**src/rtl/ram_access_arbiter.sv**
```systemverilog
// Round-robin arbiter sharing one single-ported RAM between fetch (port 0) and data (port 1).
// Grant -> ADDR -> ACCESS -> DONE: ack three cycles after the request is sampled; req is ignored while busy.
module ram_access_arbiter #(
   parameter int SIZE = 8
) (
   input  logic            clk,
   input  logic            rst,
   input  logic            req0,
   input  logic            we0,
   input  logic [SIZE-1:0] addr0,
   input  logic [SIZE-1:0] wdata0,
   output logic            ack0,
   input  logic            req1,
   input  logic            we1,
   input  logic [SIZE-1:0] addr1,
   input  logic [SIZE-1:0] wdata1,
   output logic            ack1,
   output logic [SIZE-1:0] rdata,
   output logic            busy,
   output logic [SIZE-1:0] ram_address,
   output logic            ram_set_address,
   output logic            ram_set,
   output logic            ram_enable,
   output logic [SIZE-1:0] ram_data_in,
   input  logic [SIZE-1:0] ram_data_out
);

   typedef enum logic [1:0] {IDLE, ADDR, ACCESS, DONE} state_t;

   state_t          state_q, state_d;
   logic            win_q, win_d;
   logic            we_q, we_d;
   logic            ptr_q, ptr_d;
   logic [SIZE-1:0] addr_q, addr_d;
   logic [SIZE-1:0] wdata_q, wdata_d;
   logic [SIZE-1:0] rdata_q, rdata_d;
   logic            grant1;

   always_ff @(posedge clk or posedge rst) begin
      if (rst) begin
         state_q <= IDLE;
         win_q   <= 1'b0;
         we_q    <= 1'b0;
         ptr_q   <= 1'b0;
         addr_q  <= '0;
         wdata_q <= '0;
         rdata_q <= '0;
      end else begin
         state_q <= state_d;
         win_q   <= win_d;
         we_q    <= we_d;
         ptr_q   <= ptr_d;
         addr_q  <= addr_d;
         wdata_q <= wdata_d;
         rdata_q <= rdata_d;
      end
   end

   // Port 1 wins when it is the only requester, or on a tie when the pointer names it.
   assign grant1 = req1 & (~req0 | ptr_q);

   always_comb begin
      state_d         = state_q;
      win_d           = win_q;
      we_d            = we_q;
      ptr_d           = ptr_q;
      addr_d          = addr_q;
      wdata_d         = wdata_q;
      rdata_d         = rdata_q;
      ack0            = 1'b0;
      ack1            = 1'b0;
      ram_address     = '0;
      ram_set_address = 1'b0;
      ram_set         = 1'b0;
      ram_enable      = 1'b0;
      ram_data_in     = '0;
      case (state_q)
         IDLE: begin
            if (req0 || req1) begin
               win_d   = grant1;
               we_d    = grant1 ? we1    : we0;
               addr_d  = grant1 ? addr1  : addr0;
               wdata_d = grant1 ? wdata1 : wdata0;
               state_d = ADDR;
            end
         end
         ADDR: begin
            ram_address     = addr_q;
            ram_set_address = 1'b1;
            state_d         = ACCESS;
         end
         ACCESS: begin
            ram_address = addr_q;
            ram_data_in = wdata_q;
            ram_set     = we_q;
            ram_enable  = ~we_q;
            if (!we_q) begin
               rdata_d = ram_data_out;
            end
            state_d = DONE;
         end
         DONE: begin
            ack0    = ~win_q;
            ack1    = win_q;
            ptr_d   = ~win_q;
            state_d = IDLE;
         end
         default: state_d = IDLE;
      endcase
   end

   assign rdata = rdata_q;
   assign busy  = (state_q != IDLE);

endmodule

```
**config.mk**
```make
export PLATFORM = sky130hd
export DESIGN_NAME = ram_access_arbiter
export DESIGN_NICKNAME = d
export VERILOG_FILES = /design/src/rtl/ram_access_arbiter.sv
export SDC_FILE = /design/constraint.sdc
export NUM_CORES = 1
export LEC_CHECK = 0
export ABC_AREA = 1
export CAP_MARGIN = 20
export CORE_MARGIN = 2
export CORE_UTILIZATION = 56
export DETAILED_ROUTE_END_ITERATION = 12
export DONT_BUFFER_PORTS = 1
export PLACE_DENSITY = 0.85
export SYNTH_ARGS = -nofsm -noshare
export SYNTH_HDL_FRONTEND = slang
export SYNTH_SLANG_ARGS = --single-unit
```
**constraint.sdc**
```tcl
create_clock -name clk -period 1.6 [get_ports clk]
set_clock_uncertainty 0.15 [all_clocks]
set_input_delay 0.32 -clock clk [delete_from_list [all_inputs] [get_ports clk]]
set_output_delay 0.32 -clock clk [all_outputs]
set_load 0.005 [all_outputs]
```
### After elaboration in Yosys (flattened, before gate mapping)

Index checks and enable logic that the tools add are counted.

| storage, ports and cells | value |
|---|---|
| register bits | 29 |
| input bits | 46 |
| output and inout port bits | 30 |
| word-level logic and storage cells | 34 |

| operators by class | value |
|---|---|
| equal/unequal tests | 4 |
| mux-type cells | 12 |
| bitwise gates (word level) | 5 |
| reduce and logical (&&, ||, !) cells | 6 |

Operator list:

| operator | number |
|---|---|
| 8-bit 2-to-1 mux | 4 |
| 2-bit case mux with 4 select lines | 1 |
| 1-bit 2-to-1 mux | 6 |
| 2-bit == test, second input constant | 2 |
| 2-bit AND reduction | 2 |
| 1-bit NOT | 3 |
| 2-bit by 1-bit == test with 1-bit output, second input constant | 1 |
| 2-bit zero test | 1 |
| 2-bit 2-to-1 mux | 1 |
| 2-bit inequality test, second input constant | 1 |
| 2-bit nonzero test | 1 |
| 2-bit OR reduction | 1 |
| 1-bit AND | 1 |
| 1-bit logical OR | 1 |
| 1-bit OR | 1 |

### Longest topological paths before layout

| logic depth | value |
|---|---|
| depth after elaboration | 4 |
| gate-level depth with buffers | 8 |
| mapped depth without buffers | 7 |

### Worst setup path before layout

Ideal clock, no wire load.

| path | value |
|---|---|
| path type | flip-flop to output port |
| start | register state_q[0] |
| end | output ram_enable |
| data arrival time | 1.106 ns |
| data required time | 1.130 ns |
| setup slack | 0.024 ns |
| stages on the path, launching flop included | 7 |
| cell sequence | dfrtp_1 > inv_1 > ha_1 > inv_1 > or2_1 > buf_2 > inv_2 |

| on the way | value |
|---|---|
| word-level cells in the longest chain between the ends | 2 |

Ends and longest elaborated chain:

| what | RTL line | text |
|---|---|---|
| start: declaration | 30 | `state_t state_q, state_d;` |
| start signal: assignment | 49 | `state_q <= state_d;` |
| 2-bit == test | 77 | `case (state_q)` |
| 1-bit 2-to-1 mux | 77 |  |
| end: declaration | 23 | `output logic ram_enable,` |

No other way between the ends.

### Worst setup path after layout

| path | value |
|---|---|
| start | register state_q[0] |
| end | output ram_address[0] |

| on the way | value |
|---|---|
| word-level cells in the longest chain between the ends | 3 |
| elaborated cells between the ends (all ways) | 4 |

Ends and longest elaborated chain:

| what | RTL line | text |
|---|---|---|
| 2-bit == test / 2-bit by 1-bit == test with 1-bit output (equally long branches) | 77 |  |
| 2-bit OR reduction (no line) (*) | n/a |  |
| 8-bit 2-to-1 mux (*) | 77 |  |
| end: declaration | 20 | `output logic [SIZE-1:0] ram_address,` |

Every way passes the cells marked *; elsewhere a longest branch is shown, timed or not.

==> load_flow_metrics.sql <==
INSERT INTO impl_metrics (metric_group, metric, value, unit) VALUES
('synthesis', 'post-synth-top-area-fraction', '42.2', '%'),
('timing', 'final_setup_violation_count', '20', ''),
('critical_path', 'critPathMaxFanout', '9', ''),
('placement', 'place.gp.congestion', '0.739', ''),
('route', 'vias_per_cell', '4.95', ''),
('critical_path', 'setup.worst_path.start_class', 'flip-flop', ''),
('critical_path', 'cpMaxStageDelayCell', 'sky130_fd_sc_hd__dfrtp_1', ''),
('floorplanning', 'fp.dieArea', '3530', 'sq um'),
('clocking', 'clock_tree.root_cell', 'sky130_fd_sc_hd__clkbuf_4', ''),
('route', 'drc', '0', ''),
('critical_path', 'endpoint_kind', 'output pin', ''),
('timing', 'pin_slew_with_the_least_headroom_to_its_limit', '359', 'ps'),
('critical_path', 'crit_type', 'flip-flop to output pin', ''),
('global_route', 'grt_start_max_net_pins', '30', ''),
('route', 'dr.first_iter.drc_count', '25', ''),
('clocking', 'tritoncts', 'yes', ''),
('synthesis', 'asyncSetResetFlopFracSynth', '100', '%'),
('clocking', 'cts_buffer_depth', '2', ''),
('run_status', 'failed_checks', 'setup timing', ''),
('timing', 'maxSlewViolCount', '0', ''),
('power', 'total_leakage_power', '0.00126', 'uW'),
('layout', 'nFillCells', '246', ''),
('placement', 'dpl.hpwl', '2490', 'um'),
('global_route', 'grtUsageTotal', '22.0', '%'),
('clocking', 'ctsHtreeMaxLevel', '2', ''),
('route', 'wl', '3630', 'um'),
('placement', 'port_buf_inserts', '0', ''),
('layout', 'antennaDiodeCount', '0', ''),
('synthesis', 'syn_std_cell_area', '1720', 'sq um'),
('floorplanning', 'chipHeight', '59.4', 'um'),
('global_route', 'antenna_found_initial', '0', ''),
('timing', 'hold_slack', '50.9', 'ps'),
('floorplanning', 'chipWidth', '59.4', 'um'),
('layout', 'stdcell_area', '2050', 'sq um'),
('synthesis', 'number_of_enable_flip_flop_cells_after_synthesis', '0', ''),
('critical_path', 'critical_path.reg2reg.startpoint', 'state_q[0]$_DFFE_PP0P_', ''),
('synthesis', 'synth.avg_cell_area', '7.05', 'sq um'),
('run_status', 'run_status', 'complete, but fails checks', ''),
('floorplanning', 'design.portCount', '76', ''),
('floorplanning', 'site_row_count', '20', ''),
('synthesis', 'synthDistinctLibCells', '21', ''),
('timing', 'setup_slack', '-206', 'ps'),
('critical_path', 'worst_setup_path_startpoint', 'state_q[0]$_DFFE_PP0P_', ''),
('worst_hold_path', 'classification_of_the_worst_slack_hold_path', 'primary input to flip-flop', ''),
('synthesis', 'synth_nets', '294', ''),
('critical_path', 'timing.critical_path.required', '1130', 'ps'),
('route', 'num_vias', '1461', ''),
('synthesis', 'number_of_flip_flops_and_latches_in_the_synthesized_netlist', '29', ''),
('power', 'power_per_cell_area', '1880', 'nW/um^2'),
('synthesis', 'synth-main-ff-cell', 'sky130_fd_sc_hd__dfrtp_1', ''),
('timing', 'max-slew-margin-rel', '76.1', '%'),
('critical_path', 'r2r_slack', '60', 'ps'),
('layout', 'syn2layout_area_growth', '18.9', '%'),
('synthesis', 'synth_cells', '244', ''),
('timing', 'fin_tns_setup', '-2750', 'ps'),
('synthesis', 'synth_top_cell_by_area', 'sky130_fd_sc_hd__dfrtp_1', ''),
('worst_hold_path', 'worst_hold_startpoint', 'wdata0[6]', ''),
('timing', 'grt_setup_unrepaired', 'yes', ''),
('route', 'route.antenna.remaining_nets', '0', ''),
('clocking', 'clk_pin_slew_worst_paths', '100', 'ps'),
('critical_path', 'slowest_delay', '380', 'ps'),
('layout', 'nNetsFinal', '311', ''),
('floorplanning', 'initial_core_utilization', '57.8', '%'),
('critical_path', 'cp_cell_sequence', 'inv_2, buf_12, ha_4, nand2_1, inv_1', ''),
('clocking', 'clock-sinks', '29', ''),
('timing', 'period_share', '113', '%'),
('floorplanning', 'placeable_area', '2980', 'sq um'),
('global_route', 'global_route.overflow_total', '0', ''),
('synthesis', 'yosysWarnings', '0', ''),
('synthesis', 'synth.area.top_cells', 'sky130_fd_sc_hd__dfrtp_1 (42%), sky130_fd_sc_hd__nand2_1 (21%), sky130_fd_sc_hd__inv_1 (13%), sky130_fd_sc_hd__nand3_1 (7.0%), sky130_fd_sc_hd__nand3_2 (5.8%)', ''),
('route', 'routed_wire_length_per_instance', '12.3', 'um');
[final cells by class]
class | count | area (sq um) | share of cell area [%]
well taps | 33 | 41.3 | 2.02
flip-flops and latches | 29 | 726 | 35.5
inverters | 62 | 243 | 11.9
clock buffers | 5 | 37.5 | 1.83
repair buffers | 19 | 189 | 9.24
clock inverters | 3 | 65.1 | 3.18
multi-input cells | 144 | 744 | 36.4
[report_power, final]
| part | internal [uW] | switching [uW] |
|---|---|---|
| combinational | 739 | 1040 |
| clock | 484 | 251 |
| sequential | 1100 | 233 |
[metal layers]
metal / GRT usage [%] / routed length, um
met1: 24.9 / 1590
met5: 0 / 0
met3: 5.46 / 194
met2: 36.3 / 1740
met4: 14.6 / 104
[final timing paths]
| kind | endpoint | cells past startpoint |
|---|---|---|
| setup / recovery | ram_address[0] | 5 |
| hold / removal | wdata_q[6]$_DFFE_PP0P_ | 4 |
| setup reg to reg | addr_q[5]$_DFFE_PP0P_ | 8 |
| hold reg to reg | wdata_q[4]$_DFFE_PP0P_ | 2 |
| max in group asynchronous | we_q$_DFFE_PP0P_ | 3 |
| min in group asynchronous | state_q[1]$_DFFE_PP0P_ | 3 |
[registers in the layout, summed over array words and instances (netlist names)]
register,count
addr_q,8
wdata_q,8
ptr_q,1
we_q,1
rdata,8
win_q,1
state_q,2
[kinds of logic (layout without fill, tap and decap cells)]
kind of cell	Yosys count	after routing	synth area share (%)
and+or+nand+nor	135	135	35.6
DFF	29	29	42.2
buffers and inverters	71	89	17.2
adders and majority gates	4	4	2.91
AOI/OAI and AO/OA	5	5	2.11
[per-stage QoR]
step | power [uW] | setup slack [ps] | utilization (%)
3_5_place_dp | 2800 | 12.7 | 58.7
2_1_floorplan | 2460 | 24.2 | -
6_report | 3850 | -206 | 68.7
5_1_grt | 4170 | -294 | 68.7
4_1_cts | 3770 | -216 | 67.5
3_3_place_gp | 2730 | 50.8 | 58.7
[cells in the final DEF (no fill, tap or decap), drive strengths merged]
cell type / netlist / layout
o21ai: 3 / 3
dlygate4sd3: 0 / 9
clkbuf: 2 / 5
dfrtp: 29 / 29
nand3: 34 / 34
nand2: 97 / 97
clkinv: 0 / 1
bufinv: 0 / 2
nor2: 2 / 2
ha: 4 / 4
buf: 7 / 10
a21oi: 2 / 2
or2: 1 / 1
nor3: 1 / 1
inv: 62 / 62
[repair_timing]
| item | CTS | global route |
|---|---|---|
| hold buffers | 9 | 0 |
| resized for setup | 8 | 14 |
| pin swaps | 0 | 2 |
| hold endpoints to repair | 37 | 0 |
| buffers inserted | 4 | 1 |
| setup endpoints to repair | 19 | 38 |
| gates cloned | 0 | 0 |
[Yosys cell counts, types with 2 or more instances]
| cell | instances |
|---|---|
| sky130_fd_sc_hd__nor2_1 | 2 |
| sky130_fd_sc_hd__buf_2 | 3 |
| sky130_fd_sc_hd__inv_1 | 60 |
| sky130_fd_sc_hd__nand3_2 | 10 |
| sky130_fd_sc_hd__ha_1 | 4 |
| sky130_fd_sc_hd__nand3_1 | 24 |
| sky130_fd_sc_hd__buf_4 | 2 |
| sky130_fd_sc_hd__buf_6 | 2 |
| sky130_fd_sc_hd__dfrtp_1 | 29 |
| sky130_fd_sc_hd__a21oi_1 | 2 |
| sky130_fd_sc_hd__nand2_1 | 95 |
| sky130_fd_sc_hd__clkbuf_1 | 2 |
[critical path, delay by kind of cell (launching register included)]
family	cells	cell delay, ps
and+or+nand+nor	1	70
buffers and inverters	3	260
DFF	1	380
adders and majority gates	1	320
Power figures use the tool's default switching activity.
==> RTL edit (same settings) <==
Set the parameter `SIZE` to 4 (it was 8).
--- a/src/rtl/ram_access_arbiter.sv
+++ b/src/rtl/ram_access_arbiter.sv
@@ -1,7 +1,7 @@
 // Round-robin arbiter sharing one single-ported RAM between fetch (port 0) and data (port 1).
 // Grant -> ADDR -> ACCESS -> DONE: ack three cycles after the request is sampled; req is ignored while busy.
 module ram_access_arbiter #(
-   parameter int SIZE = 8
+   parameter int SIZE = 4
 ) (
    input  logic            clk,
    input  logic            rst,
Ports: changed (8 resized); port bits go from 76 to 44. The function was not compared with the original's and may differ.
==> RTL edit against the original RTL <==
- the flow finishes with violations (hold timing, setup timing)
- final area fell by 44%
- routed wire length shrank 42%
- critical path depth unchanged
- largest cell class unchanged
- total power fell by 47%
- worst setup slack improved by 0.068 ns
- synthesized area decreased by 42%
- first-iteration DRC count is 76% lower
- sequential cell count shrank 12
- synthesized cell count shrank 42%
- sequential power decreased by 41%
- combinational power shrank 43%
- worst hold slack worse by 0.051 ns
==> RTL edit: results (changes against the original RTL) <==
## Worst setup path
• R2R setup slack: 0.08 ns, +0.02 ns
• worst-case reg-to-reg path depth: 6, -2
• Max FO, Critical Path: 5, -4
• end of the worst register-to-register path: wdata_q[1]
• timing endpoint of the critical path: ram_enable
• Data arrival, critical path: 1.27 ns, -0.07 ns

## Synth
• number of synthesized register bits: 17, -41%
• most frequent cells after synthesis: sky130_fd_sc_hd__nand2_1, sky130_fd_sc_hd__inv_1, sky130_fd_sc_hd__nand3_1
• Area contributors post-synth: sky130_fd_sc_hd__dfrtp_1, sky130_fd_sc_hd__nand2_1, sky130_fd_sc_hd__inv_1
• sequential-to-total area share from yosys stat: 0.428, +0.00585
• fraction of the mapped netlist area in compound gates: 0.0289, +0.00784

## Worst hold path
• worst hold path stage count: 2, -2

## Layout
• buffer share of cell area: 0.0716, -0.0208
• Signal inverters: 37, -40%
• clock network share of area: 0.0242, -0.0259
• fraction of final layout cells sized beyond drive strength 1: 0.164, -0.0111
• area occupied by multi-input gates: 437 um^2, -41%
• Signal buffers: 9, -10
• count of multi-input gates: 85, -41%
• filler cell count in the final layout: 143, -42%

## Status
• violated checks: hold timing, setup timing
• result of the run: complete, but fails checks

## STA
• final setup slack of the worst path: -0.139 ns, +0.0676 ns
• Final setup viols: 11, -45%
• number of hold violations in the final report: 1, +1
• Worst Hold Margin: -0.000438 ns, -0.0513 ns
• Total Negative Setup Slacks: -1.23 ns, +1.52 ns
• slew at the pin closest to its max-slew limit: 0.634 ns, +0.275 ns

## CTS
• PostCTS Resize Cnt: 4, -4

## Drt
• total number of vias: 875, -40%
• Iter 0 DRT Violations: 6, -76%
• routed wire length per instance: 12.5 um, +1.5%

## Placement
• HPWL after detailed placement: 1.50 mm, -40%
• final weighted congestion of routability-driven global placement: 0.797, +7.8%

## GRT
• pin count of the biggest net entering global routing: 18, -40%
• wire length of the first global-routing pass: 3.13 mm, -45%

## Power and ir drop
• Internal Dissipation: 1.14 mW, -51%
• peak supply drop: 860 uV, -3.4%

==> RTL edit: changes by cell type after synthesis, moves of 2 or more <==
cell                       unedited run  this run
sky130_fd_sc_hd__dfrtp_1             29        17
sky130_fd_sc_hd__nand3_2             10         0
sky130_fd_sc_hd__nand3_1             24        18
sky130_fd_sc_hd__inv_1               60        34
sky130_fd_sc_hd__buf_2                3         0
sky130_fd_sc_hd__clkbuf_1             2         0
sky130_fd_sc_hd__nand2_1             95        51
==> RTL edit: logic make-up after synthesis <==
family	Yosys count
flops	17
buf+inv	39
compound gates	5
fa+ha+maj	4
simple gates	76
==> RTL edit: routing by layer <==
metal,global-route usage,up-vias
met5,0,-
met4,0.0914,0
met3,0.0196,4
met2,0.397,37
met1,0.218,397
li1,-,437
==> RTL edit: power groups by stage <==
stage / Sequential, mW / Clock [mW] / Combinational (mW)
2_1_floorplan: 0.760 / 0 / 0.700
3_3_place_gp: 0.791 / 0 / 0.801
3_5_place_dp: 0.800 / 0 / 0.843
4_1_cts: 0.781 / 0.238 / 0.973
5_1_grt: 0.813 / 0.252 / 1.14
6_report: 0.787 / 0.236 / 1.02
==> RTL edit: metrics by stage <==
stage | hold WS (ns) | power [mW] | area (um^2) | cells | setup WS [ns]
final | -0.000438 | 2.04 | 1140 | 169 | -0.139
after global routing | 0.00695 | 2.20 | 1140 | 169 | -0.200
after CTS | 0.00520 | 1.99 | 1120 | 169 | -0.140
after detailed placement | 0.177 | 1.64 | 1000 | 157 | 0.0711
after global placement | 0.167 | 1.59 | 1000 | 157 | 0.106
after floorplan | 0.0961 | 1.46 | 995 | 141 | 0.0722
